$ cat src/rtl/mux_rr_arbiter.sv
// mux_rr_arbiter
//   Two-requester round-robin arbiter that owns the select of a shared 2:1 mux.
//   Requester 0 owns mux input a (sel=0), requester 1 owns mux input b (sel=1).
//   All outputs are registered and decoded from the next state, so a grant
//   shows up one clock after the request is first sampled high.
//
//   Optional feature: define ARB_TIMEOUT_EN to enable the hold-limit counter
//   that forces rotation after MAX_HOLD consecutive grant cycles when the
//   other requester is waiting.
//
// Ports
//   clk    in   1  rising-edge clock
//   reset  in   1  asynchronous, active-high reset
//   req    in   2  level requests; req[0] -> mux a, req[1] -> mux b
//   gnt    out  2  registered one-hot grant, 2'b00 when idle
//   sel    out  1  registered mux select; holds its value while idle
//   busy   out  1  registered, high while a grant is active
module mux_rr_arbiter #(
  parameter int MAX_HOLD = 4,
  parameter int CNT_W    = 3
) (
  input  logic       clk,
  input  logic       reset,
  input  logic [1:0] req,
  output logic [1:0] gnt,
  output logic       sel,
  output logic       busy
);

  if (MAX_HOLD < 1 || (2 ** CNT_W) <= MAX_HOLD) begin : g_bad_param
    $error("mux_rr_arbiter: need MAX_HOLD >= 1 and 2**CNT_W > MAX_HOLD");
  end

  typedef enum logic [1:0] {
    IDLE = 2'd0,
    GNT0 = 2'd1,
    GNT1 = 2'd2
  } state_t;

  state_t     state_q, state_d;
  logic       last_q,  last_d;
  logic [1:0] gnt_q,   gnt_d;
  logic       sel_q,   sel_d;
  logic       busy_q,  busy_d;
  logic       entry;

`ifdef ARB_TIMEOUT_EN
  logic [CNT_W-1:0] hold_cnt_q, hold_cnt_d;
  logic             at_limit;
  assign at_limit = (hold_cnt_q == CNT_W'(MAX_HOLD - 1));
`endif

  always_comb begin
    state_d = state_q;
    case (state_q)
      IDLE: begin
        case (req)
          2'b01:   state_d = GNT0;
          2'b10:   state_d = GNT1;
          // Tie goes to whoever was not granted last.
          2'b11:   state_d = last_q ? GNT0 : GNT1;
          default: state_d = IDLE;
        endcase
      end
      GNT0: begin
        if (req[0]) begin
`ifdef ARB_TIMEOUT_EN
          if (at_limit && req[1]) state_d = GNT1;
`endif
        end else if (req[1]) begin
          state_d = GNT1;
        end else begin
          state_d = IDLE;
        end
      end
      GNT1: begin
        if (req[1]) begin
`ifdef ARB_TIMEOUT_EN
          if (at_limit && req[0]) state_d = GNT0;
`endif
        end else if (req[0]) begin
          state_d = GNT0;
        end else begin
          state_d = IDLE;
        end
      end
      default: state_d = IDLE;
    endcase

    // Entry into a grant state, including direct GNT0<->GNT1 hand-over.
    entry  = (state_d != state_q) && (state_d != IDLE);
    last_d = entry ? (state_d == GNT1) : last_q;

    gnt_d  = {state_d == GNT1, state_d == GNT0};
    busy_d = (state_d != IDLE);
    // Keep the mux pointed at the last owner while idle so out stays stable.
    sel_d  = (state_d == IDLE) ? sel_q : (state_d == GNT1);

`ifdef ARB_TIMEOUT_EN
    hold_cnt_d = hold_cnt_q;
    if (entry) begin
      hold_cnt_d = '0;
    end else if (((state_d == GNT0) && req[0]) || ((state_d == GNT1) && req[1])) begin
      if (!at_limit) hold_cnt_d = hold_cnt_q + 1'b1;
    end
`endif
  end

  always_ff @(posedge clk or posedge reset) begin
    if (reset) begin
      state_q <= IDLE;
      last_q  <= 1'b1;
      gnt_q   <= 2'b00;
      sel_q   <= 1'b0;
      busy_q  <= 1'b0;
    end else begin
      state_q <= state_d;
      last_q  <= last_d;
      gnt_q   <= gnt_d;
      sel_q   <= sel_d;
      busy_q  <= busy_d;
    end
  end

`ifdef ARB_TIMEOUT_EN
  always_ff @(posedge clk or posedge reset) begin
    if (reset) hold_cnt_q <= '0;
    else       hold_cnt_q <= hold_cnt_d;
  end
`endif

  assign gnt  = gnt_q;
  assign sel  = sel_q;
  assign busy = busy_q;

endmodule
$ cat config.mk
export PLATFORM = sky130hd
export DESIGN_NAME = mux_rr_arbiter
export DESIGN_NICKNAME = d
export VERILOG_FILES = /design/src/rtl/mux_rr_arbiter.sv
export SDC_FILE = /design/constraint.sdc
export NUM_CORES = 1
export LEC_CHECK = 0
export ABC_AREA = 1
export BUFFER_PORTS_ARGS = -buffer_cell sky130_fd_sc_hd__buf_2
export CAP_MARGIN = 20
export CELL_PAD_IN_SITES_DETAIL_PLACEMENT = 0
export CELL_PAD_IN_SITES_GLOBAL_PLACEMENT = 2
export CORE_AREA = 2 2 39 41
export DETAILED_ROUTE_END_ITERATION = 7
export DIE_AREA = 0 0 41 43
export PLACE_DENSITY = 0.67
export SETUP_SLACK_MARGIN = 0.15
export SLEW_MARGIN = 20
export SYNTH_ARGS = -nofsm -noshare
export SYNTH_HDL_FRONTEND = slang
export SYNTH_SLANG_ARGS = --single-unit
$ cat constraint.sdc
create_clock -name clk -period 1.2 [get_ports clk]
set_input_delay 0.12 -clock clk [delete_from_list [all_inputs] [get_ports clk]]
set_output_delay 0.12 -clock clk [all_outputs]
set_load 0.01 [all_outputs]
# After elaboration in Yosys (flattened, before gate mapping)
# Index checks and enable logic that the tools add are counted.
# Widths: inputs -> output; s select.
# word_totals
in_bits,4
reg_bits,7
# classes
eq_ne,8
mux,7
reduce_logical,4
# ops
operator,n
$pmux 2 s3,2
$eq 2x2->1 const B,4
$mux 2,4
$eq 2x1->1 const B,3
$logic_not 2->1,2
$ne 2x2->1,1
$reduce_bool 2->1,1
$logic_and 1x1->1,1
$mux 1,1

# Longest topological paths before layout
# Gate-level depths: netlist of run 1.
# logic_depth
depth_word,5
ltp_mapped,8
ltp_nobuf,8

# Worst setup path before layout of run 1
# OpenSTA, ideal clock, no wires.
# synth_path
path_type,register to register
start,register last_q
end,register last_q
path_stages_with_launch,8
required_time_ns,1.125
setup_time_ns,0.075
t_arrival_ns,0.930
path_buffers,0
path_slack_ns,0.194
synth_period_minus_slack_ns,1.006
path_cell_list,dfstp_2 -> inv_1 -> nand2_1 -> nand3_1 -> nand2_4 -> nand2_1 -> nand2_1 -> nand2_1
# synth_between
elab_chain_len,5
word_cells_on_any_way,7
# synth_lines
element,line,rtl
from (decl),41,"logic last_q, last_d;"
from (signal assigned),118,last_q <= last_d;
$mux 2 *,61,2'b11: state_d = last_q ? GNT0 : GNT1;
$pmux 2 s3 *,57,case (req)
$pmux 2 s3 *,55,case (state_q)
net state_d[0],40,"state_t state_q, state_d;"
$ne 2x2->1 or $reduce_bool 2->1 (tied branches),91,entry = (state_d != state_q) && (state_d != IDLE);
$logic_and 1x1->1,91,
# Mark *: on every way through the listed nets, which the timed path passes. The rest lies on a longest branch.
# A chain may end at the register's enable or synchronous reset.

# Worst setup path in the final report of run 1
# layout_path
start,register last_q
end,"register sel_q, in the netlist sel"
# layout_between
elab_chain_len,4
word_cells_on_any_way,5
# layout_lines
element,line,rtl
$mux 2 *,61,
$pmux 2 s3 *,57,
$pmux 2 s3 *,55,
net state_d[1],40,
$eq 2x2->1 or $logic_not 2->1 (tied branches),97,sel_d = (state_d == IDLE) ? sel_q : (state_d == GNT1);
to (signal assigned),120,sel_q <= sel_d;
to (decl),43,"logic sel_q, sel_d;"
# Marks and branches as above.

==> results of run 1 <==
## through the flow
stage | util | instances
floorplan | - | 38
detailed placement | 0.2722 | 61
finish | 0.3137 | 66
CTS | 0.3074 | 66
global placement | 0.2722 | 61
global route | 0.3137 | 66
## worst paths after layout
path / endpoint / from / slack, ps / depth (start not counted)
setup / recovery: sel / last_q / 160 / 5
hold / removal: state_q[0] / req[0] / 190 / 3
setup reg to reg: sel / last_q / 160 / 5
hold reg to reg: sel / sel / 500 / 2
max in group asynchronous: last_q / reset / 590 / 3
min in group asynchronous: busy / reset / 340 / 3
## final cells by class
class,count,area (um2)
Inverter,7,26.28
Clock buffer,4,26.28
Multi-Input combinational cell,24,138.9
Tap cell,16,20.02
Timing Repair Buffer,8,45.04
Fill cell,150,949.7
Sequential cell,7,177.7
## cell families (layout without fill, tap and decap cells)
| group | after synthesis | after routing | share of synthesized area |
|---|---|---|---|
| AOI/OAI and AO/OA | 1 | 1 | 0.02724 |
| buffers and inverters | 7 | 19 | 0.08170 |
| DFF | 7 | 7 | 0.5486 |
| and+or+nand+nor | 23 | 23 | 0.3425 |
## worst reg2reg max path, delay by kind of cell, from the launching register on
kind	cells	cell delay (ps)
DFF	1	530
and+or+nand+nor	5	410
## registers in the layout, summed over array words and instances (netlist names)
signal,count
busy,1
state_q,2
gnt,2
last_q,1
sel,1
## cell usage in the layout (no fill, tap or decap)
master and n:
a21oi_2 1, dfrtp_1 5, nand4_1 1, dlygate4sd3_1 1, nor2_2 2, buf_2 7, clkbuf_4 3, nor2_1 3
dfrtp_2 1, dfstp_2 1, nand2_4 1, clkbuf_1 1, nand2_1 8, nand3_1 2, nand3_2 3, inv_2 2
inv_1 5, nand2_2 3
## per-layer routing
layer | vias to the layer above | track usage
met2 | 4 | 0.1313
met4 | 0 | 0.1000
li1 | 141 | -
met1 | 120 | 0.1188
met3 | 0 | 0.01571
met5 | - | 0
## repair_timing
item	CTS	global route
setup endpoints to repair	3	3
hold buffers	1	0
resized for setup	3	5
endpoints found under the hold margin	6	0
pin swaps	0	3
## power breakdown
part,leakage [nW],internal [W],switching [W]
registers,0.0834,0.000364,0.0000670
clock network,0.0150,0.000127,0.0000821
logic,0.138,0.000179,0.000274
total,0.236,0.000670,0.000423
==> impl_metrics.env, run 1 <==
export IMPL_drc=0
export IMPL_rows=14
export IMPL_synth_commonest_cells="nand2_1 (10), dfrtp_1 (6), inv_1 (6), nor2_1 (5), nand3_1 (4)"
export IMPL_relSlewSlack=0.8231
export IMPL_synthFlopType="dfrtp_1"
export IMPL_vias=265
export IMPL_ios=8
export IMPL_fp_coreArea_mm2=0.001384
export IMPL_wl_met2_um=294
export IMPL_cp_max_fo=3
export IMPL_syn_nets=42
export IMPL_grt_use_total=0.09717
export IMPL_finalPower_w=0.001093
export IMPL_cts_sink_count=7
export IMPL_gp_congestion=0.6333
export IMPL_syn_avg_cell_area_um2=8.462
export IMPL_clk_latency_ps=250
export IMPL_ant_nets=0
export IMPL_die_h_um=43
export IMPL_final_hold_viol_count=0
export IMPL_drive_gt1_frac=0.4800
export IMPL_p_leak_nw=0.2361
export IMPL_grt_max_degree=8
export IMPL_path_buf_inv=0
export IMPL_synth_warnings=0
export IMPL_tightestPinTransition_ps=265.0
export IMPL_drt_met1_wl_um=252
export IMPL_worst_ep_required_time_ps=1340
export IMPL_min_path_type="in -> reg"
export IMPL_seq_area_frac_synth=0.5486
export IMPL_synthDominantCellAreaShare=0.4669
export IMPL_dp_slack_ps=101.5
export IMPL_dr_pass1_iters=1
export IMPL_period_share=0.8678
export IMPL_cap_violations=0
export IMPL_slew_violations=0
export IMPL_antennaDiodeCount=0
export IMPL_clockRootBuffer="clkbuf_4"
export IMPL_min_period_ps=1041
export IMPL_rsz0062_at_grt="yes"
export IMPL_die_width_um=41
export IMPL_syn_to_final_growth_pct=35.02
export IMPL_clock_fmax_mhz=960.3
export IMPL_drtIter0Drc=0
export IMPL_postCtsSetupRepairBufs=0
export IMPL_path_cells="nand2_1 > nand3_2 > nand3_2 > nor2_1 > nor2_1"
export IMPL_holdWs_ps=191.4
export IMPL_arrival_ps=1180
export IMPL_htree_levels=1
export IMPL_netlist_area_um2=321.6
export IMPL_cpMaxStageDelayCell="dfstp_2"
export IMPL_overflow=0
export IMPL_hpwl_um=469.2
export IMPL_finalNetCount=55
export IMPL_skew_ps=2.821
export IMPL_worstSetupStartpointType="flip-flop"
export IMPL_synthArstFlopShare=1.000
export IMPL_die_area_mm2=0.001763
export IMPL_end_kind="flip-flop"
export IMPL_setup_violations=0
export IMPL_postLayoutCellArea_um2=434.2
export IMPL_drt_total_wl_um=581
export IMPL_layout_setup_ws_ps=158.7
export IMPL_cts_made_buffers=3
export IMPL_synth_edf_count=0
export IMPL_grt_pass1_wl_mm=1.104
export IMPL_clock_path_buffers=2
export IMPL_highest_layer="met3"
export IMPL_synth_largest_area_cell="dfrtp_1"
export IMPL_fin_setup_tns_ps=0
export IMPL_synthMostInstantiatedCell="nand2_1"
export IMPL_peakVddDrop_uv=699.3
export IMPL_antenna_found_initial=0
export IMPL_place_area_um2=376.6
export IMPL_status="finished, final reports clean"
export IMPL_wl_per_cell_um=8.803
export IMPL_grt_pass1_vias=274
export IMPL_powerDensity_mw_per_mm2=2517
export IMPL_cts_tree="built"
export IMPL_synth_top_cells_by_area="dfrtp_1 (47%), nand2_1 (12%), dfstp_2 (8.2%)"
export IMPL_path_clk_slew_ps=50
export IMPL_worstSetupPathType="reg -> reg"
export IMPL_cp_top_family="flip-flops"
export IMPL_wl_met3_um=33
export IMPL_synth_cells=38
export IMPL_ys_types=12
export IMPL_max_stage_delay_ps=530
export IMPL_ys_ff_latch=7
export IMPL_port_buffers=7
export IMPL_vias_per_cell=4.015
export IMPL_start_util=0.2324
Power figures use the tool's default switching activity.
==> run 2, diff against run 1 <==
--- a/config.mk
+++ b/config.mk
@@ -7,10 +7,10 @@
 export LEC_CHECK = 0
 export ABC_AREA = 1
 export BUFFER_PORTS_ARGS = -buffer_cell sky130_fd_sc_hd__buf_2
-export CAP_MARGIN = 20
 export CELL_PAD_IN_SITES_DETAIL_PLACEMENT = 0
 export CELL_PAD_IN_SITES_GLOBAL_PLACEMENT = 2
 export CORE_AREA = 2 2 39 41
+export CTS_BUF_LIST = sky130_fd_sc_hd__clkbuf_16
 export DETAILED_ROUTE_END_ITERATION = 7
 export DIE_AREA = 0 0 41 43
 export PLACE_DENSITY = 0.67
==> run 2 against run 1 <==
- flip-flop and latch count is the same
- routed wire length increased by 5.5%
- final cell count unchanged
- setup slack is essentially flat
- critical path depth stayed put
- combinational power grew 2%
- register-to-register slack is essentially flat
==> impl_metrics.env, run 2 (synthesis gave the netlist of run 1 again) <==
export IMPL_status="finished, final reports clean"
export IMPL_min_period_ps=1041
export IMPL_relSlewSlack=0.8210
export IMPL_finalNetCount=55
export IMPL_clock_path_buffers=2
export IMPL_grt_use_total=0.1012
export IMPL_setup_violations=0
export IMPL_fillers=142
export IMPL_drtIter0Drc=4
export IMPL_postCtsSetupRepairBufs=0
export IMPL_ff2ff_setup_slack_ps=160
export IMPL_htree_levels=1
export IMPL_drive_gt1_frac=0.5200
export IMPL_p_leak_nw=0.2629
export IMPL_rsz0062_at_grt="yes"
export IMPL_dr_pass1_iters=4
export IMPL_max_stage_delay_ps=530
export IMPL_final_common_cell="nand2_1"
export IMPL_antennaDiodeCount=0
export IMPL_antenna_found_initial=0
export IMPL_grt_pass1_vias=276
export IMPL_worstSetupStartpointType="flip-flop"
export IMPL_wl_per_cell_um=9.288
export IMPL_powerDensity_mw_per_mm2=2970
export IMPL_end_kind="flip-flop"
export IMPL_start_util=0.2324
export IMPL_port_buffers=7
export IMPL_rows=14
export IMPL_drc=0
export IMPL_worst_ep_required_time_ps=1320
export IMPL_grt_pass1_wl_mm=1.131
export IMPL_worstSetupPathType="reg -> reg"
export IMPL_cp_max_fo=3
export IMPL_gp_congestion=0.6333
export IMPL_skew_ps=1.327
export IMPL_clock_fmax_mhz=960.7
export IMPL_multi_input_area_um2=143.9
export IMPL_tightestPinTransition_ps=268.2
export IMPL_final_hold_viol_count=0
export IMPL_slew_violations=0
export IMPL_clockRootBuffer="clkbuf_16"
export IMPL_die_width_um=41
export IMPL_cpMaxStageDelayCell="dfstp_2"
export IMPL_ant_nets=0
export IMPL_min_path_type="in -> reg"
export IMPL_syn_to_final_growth_pct=53.31
export IMPL_grt_max_degree=8
export IMPL_overflow=0
export IMPL_cts_made_buffers=3
export IMPL_die_area_mm2=0.001763
export IMPL_fin_setup_tns_ps=0
export IMPL_vias_per_cell=3.970
export IMPL_peakVddDrop_uv=1114
export IMPL_arrival_ps=1160
export IMPL_ios=8
export IMPL_register_area_um2=178.9
export IMPL_period_share=0.8675
export IMPL_vias=262
export IMPL_hpwl_um=469.2
export IMPL_finalPower_w=0.001464
export IMPL_cts_tree="built"
export IMPL_path_cells="nand2_1 > nand3_2 > nand3_2 > nor2_1 > nor2_1"
export IMPL_clk_latency_ps=230
export IMPL_die_h_um=43
export IMPL_fp_coreArea_mm2=0.001384
export IMPL_drt_total_wl_um=613
export IMPL_cap_violations=0
export IMPL_path_clk_slew_ps=40
export IMPL_final_cell_mix="nand2_1 (8), buf_2 (7), inv_1 (5)"
export IMPL_cts_sink_count=7
==> run 2: cell count changes in the layout (fill, tap and decap cells not counted), sizes merged <==
cell / change
clkbuf: -1
inv: +1
==> run 2: cell type report <==
cell class                 instances  share of cell area
clock buffer                       3              0.1523
timing repair buffer               8             0.09137
multi-input combinational         24              0.2919
tap                               16             0.04061
inverter                           7             0.05330
sequential                         7              0.3629
clock inverter                     1            0.007614
==> run 2: per-stage QoR <==
step | cell area (um2) | util | cells | hold WS (ps) | setup WS (ps)
5_1_grt | 493.0 | 0.3562 | 66 | 233.5 | 69.16
3_3_place_gp | 376.6 | 0.2722 | 61 | 61.96 | 89.57
6_report | 493.0 | 0.3562 | 66 | 208.4 | 159.0
4_1_cts | 470.5 | 0.3400 | 66 | 210.2 | 121.6
2_1_floorplan | 321.6 | - | 38 | -77.33 | 194.1
3_5_place_dp | 376.6 | 0.2722 | 61 | 62.44 | 101.5
==> run 2: final timing paths <==
check,startpoint,end,depth (start not counted)
setup / recovery,last_q,sel,5
hold / removal,req[0],state_q[0],3
setup reg to reg,last_q,sel,5
hold reg to reg,sel,sel,2
max in group asynchronous,reset,last_q,3
min in group asynchronous,reset,gnt[0],3
==> run 2: power by group <==
part	total, W	switching, W	internal (W)
logic	0.000464	0.000276	0.000188
clock network	0.000553	0.000120	0.000433
registers	0.000447	0.0000791	0.000368
==> run 2: worst max-delay path, delay by kind of cell, from the launching register on <==
family / cells / cell delay, ps
flip-flops: 1 / 530
AND/OR/NAND/NOR: 5 / 400
==> run 2: metal layers <==
metal / vias up / part of all wire / GRT usage
met4: 0 / 0 / 0.1000
met1: 118 / 0.46 / 0.1221
met5: - / 0 / 0
met3: 0 / 0.054 / 0.03141
li1: 140 / - / -
met2: 4 / 0.49 / 0.1313
==> run 2: timing repair <==
item                                   in CTS  in global routing
setup endpoints to repair                   3                  3
hold buffers                                1                  0
cloned                                      0                  0
endpoints found under the hold margin       6                  0
gates resized for setup                     1                 10
pin swaps                                   0                  3
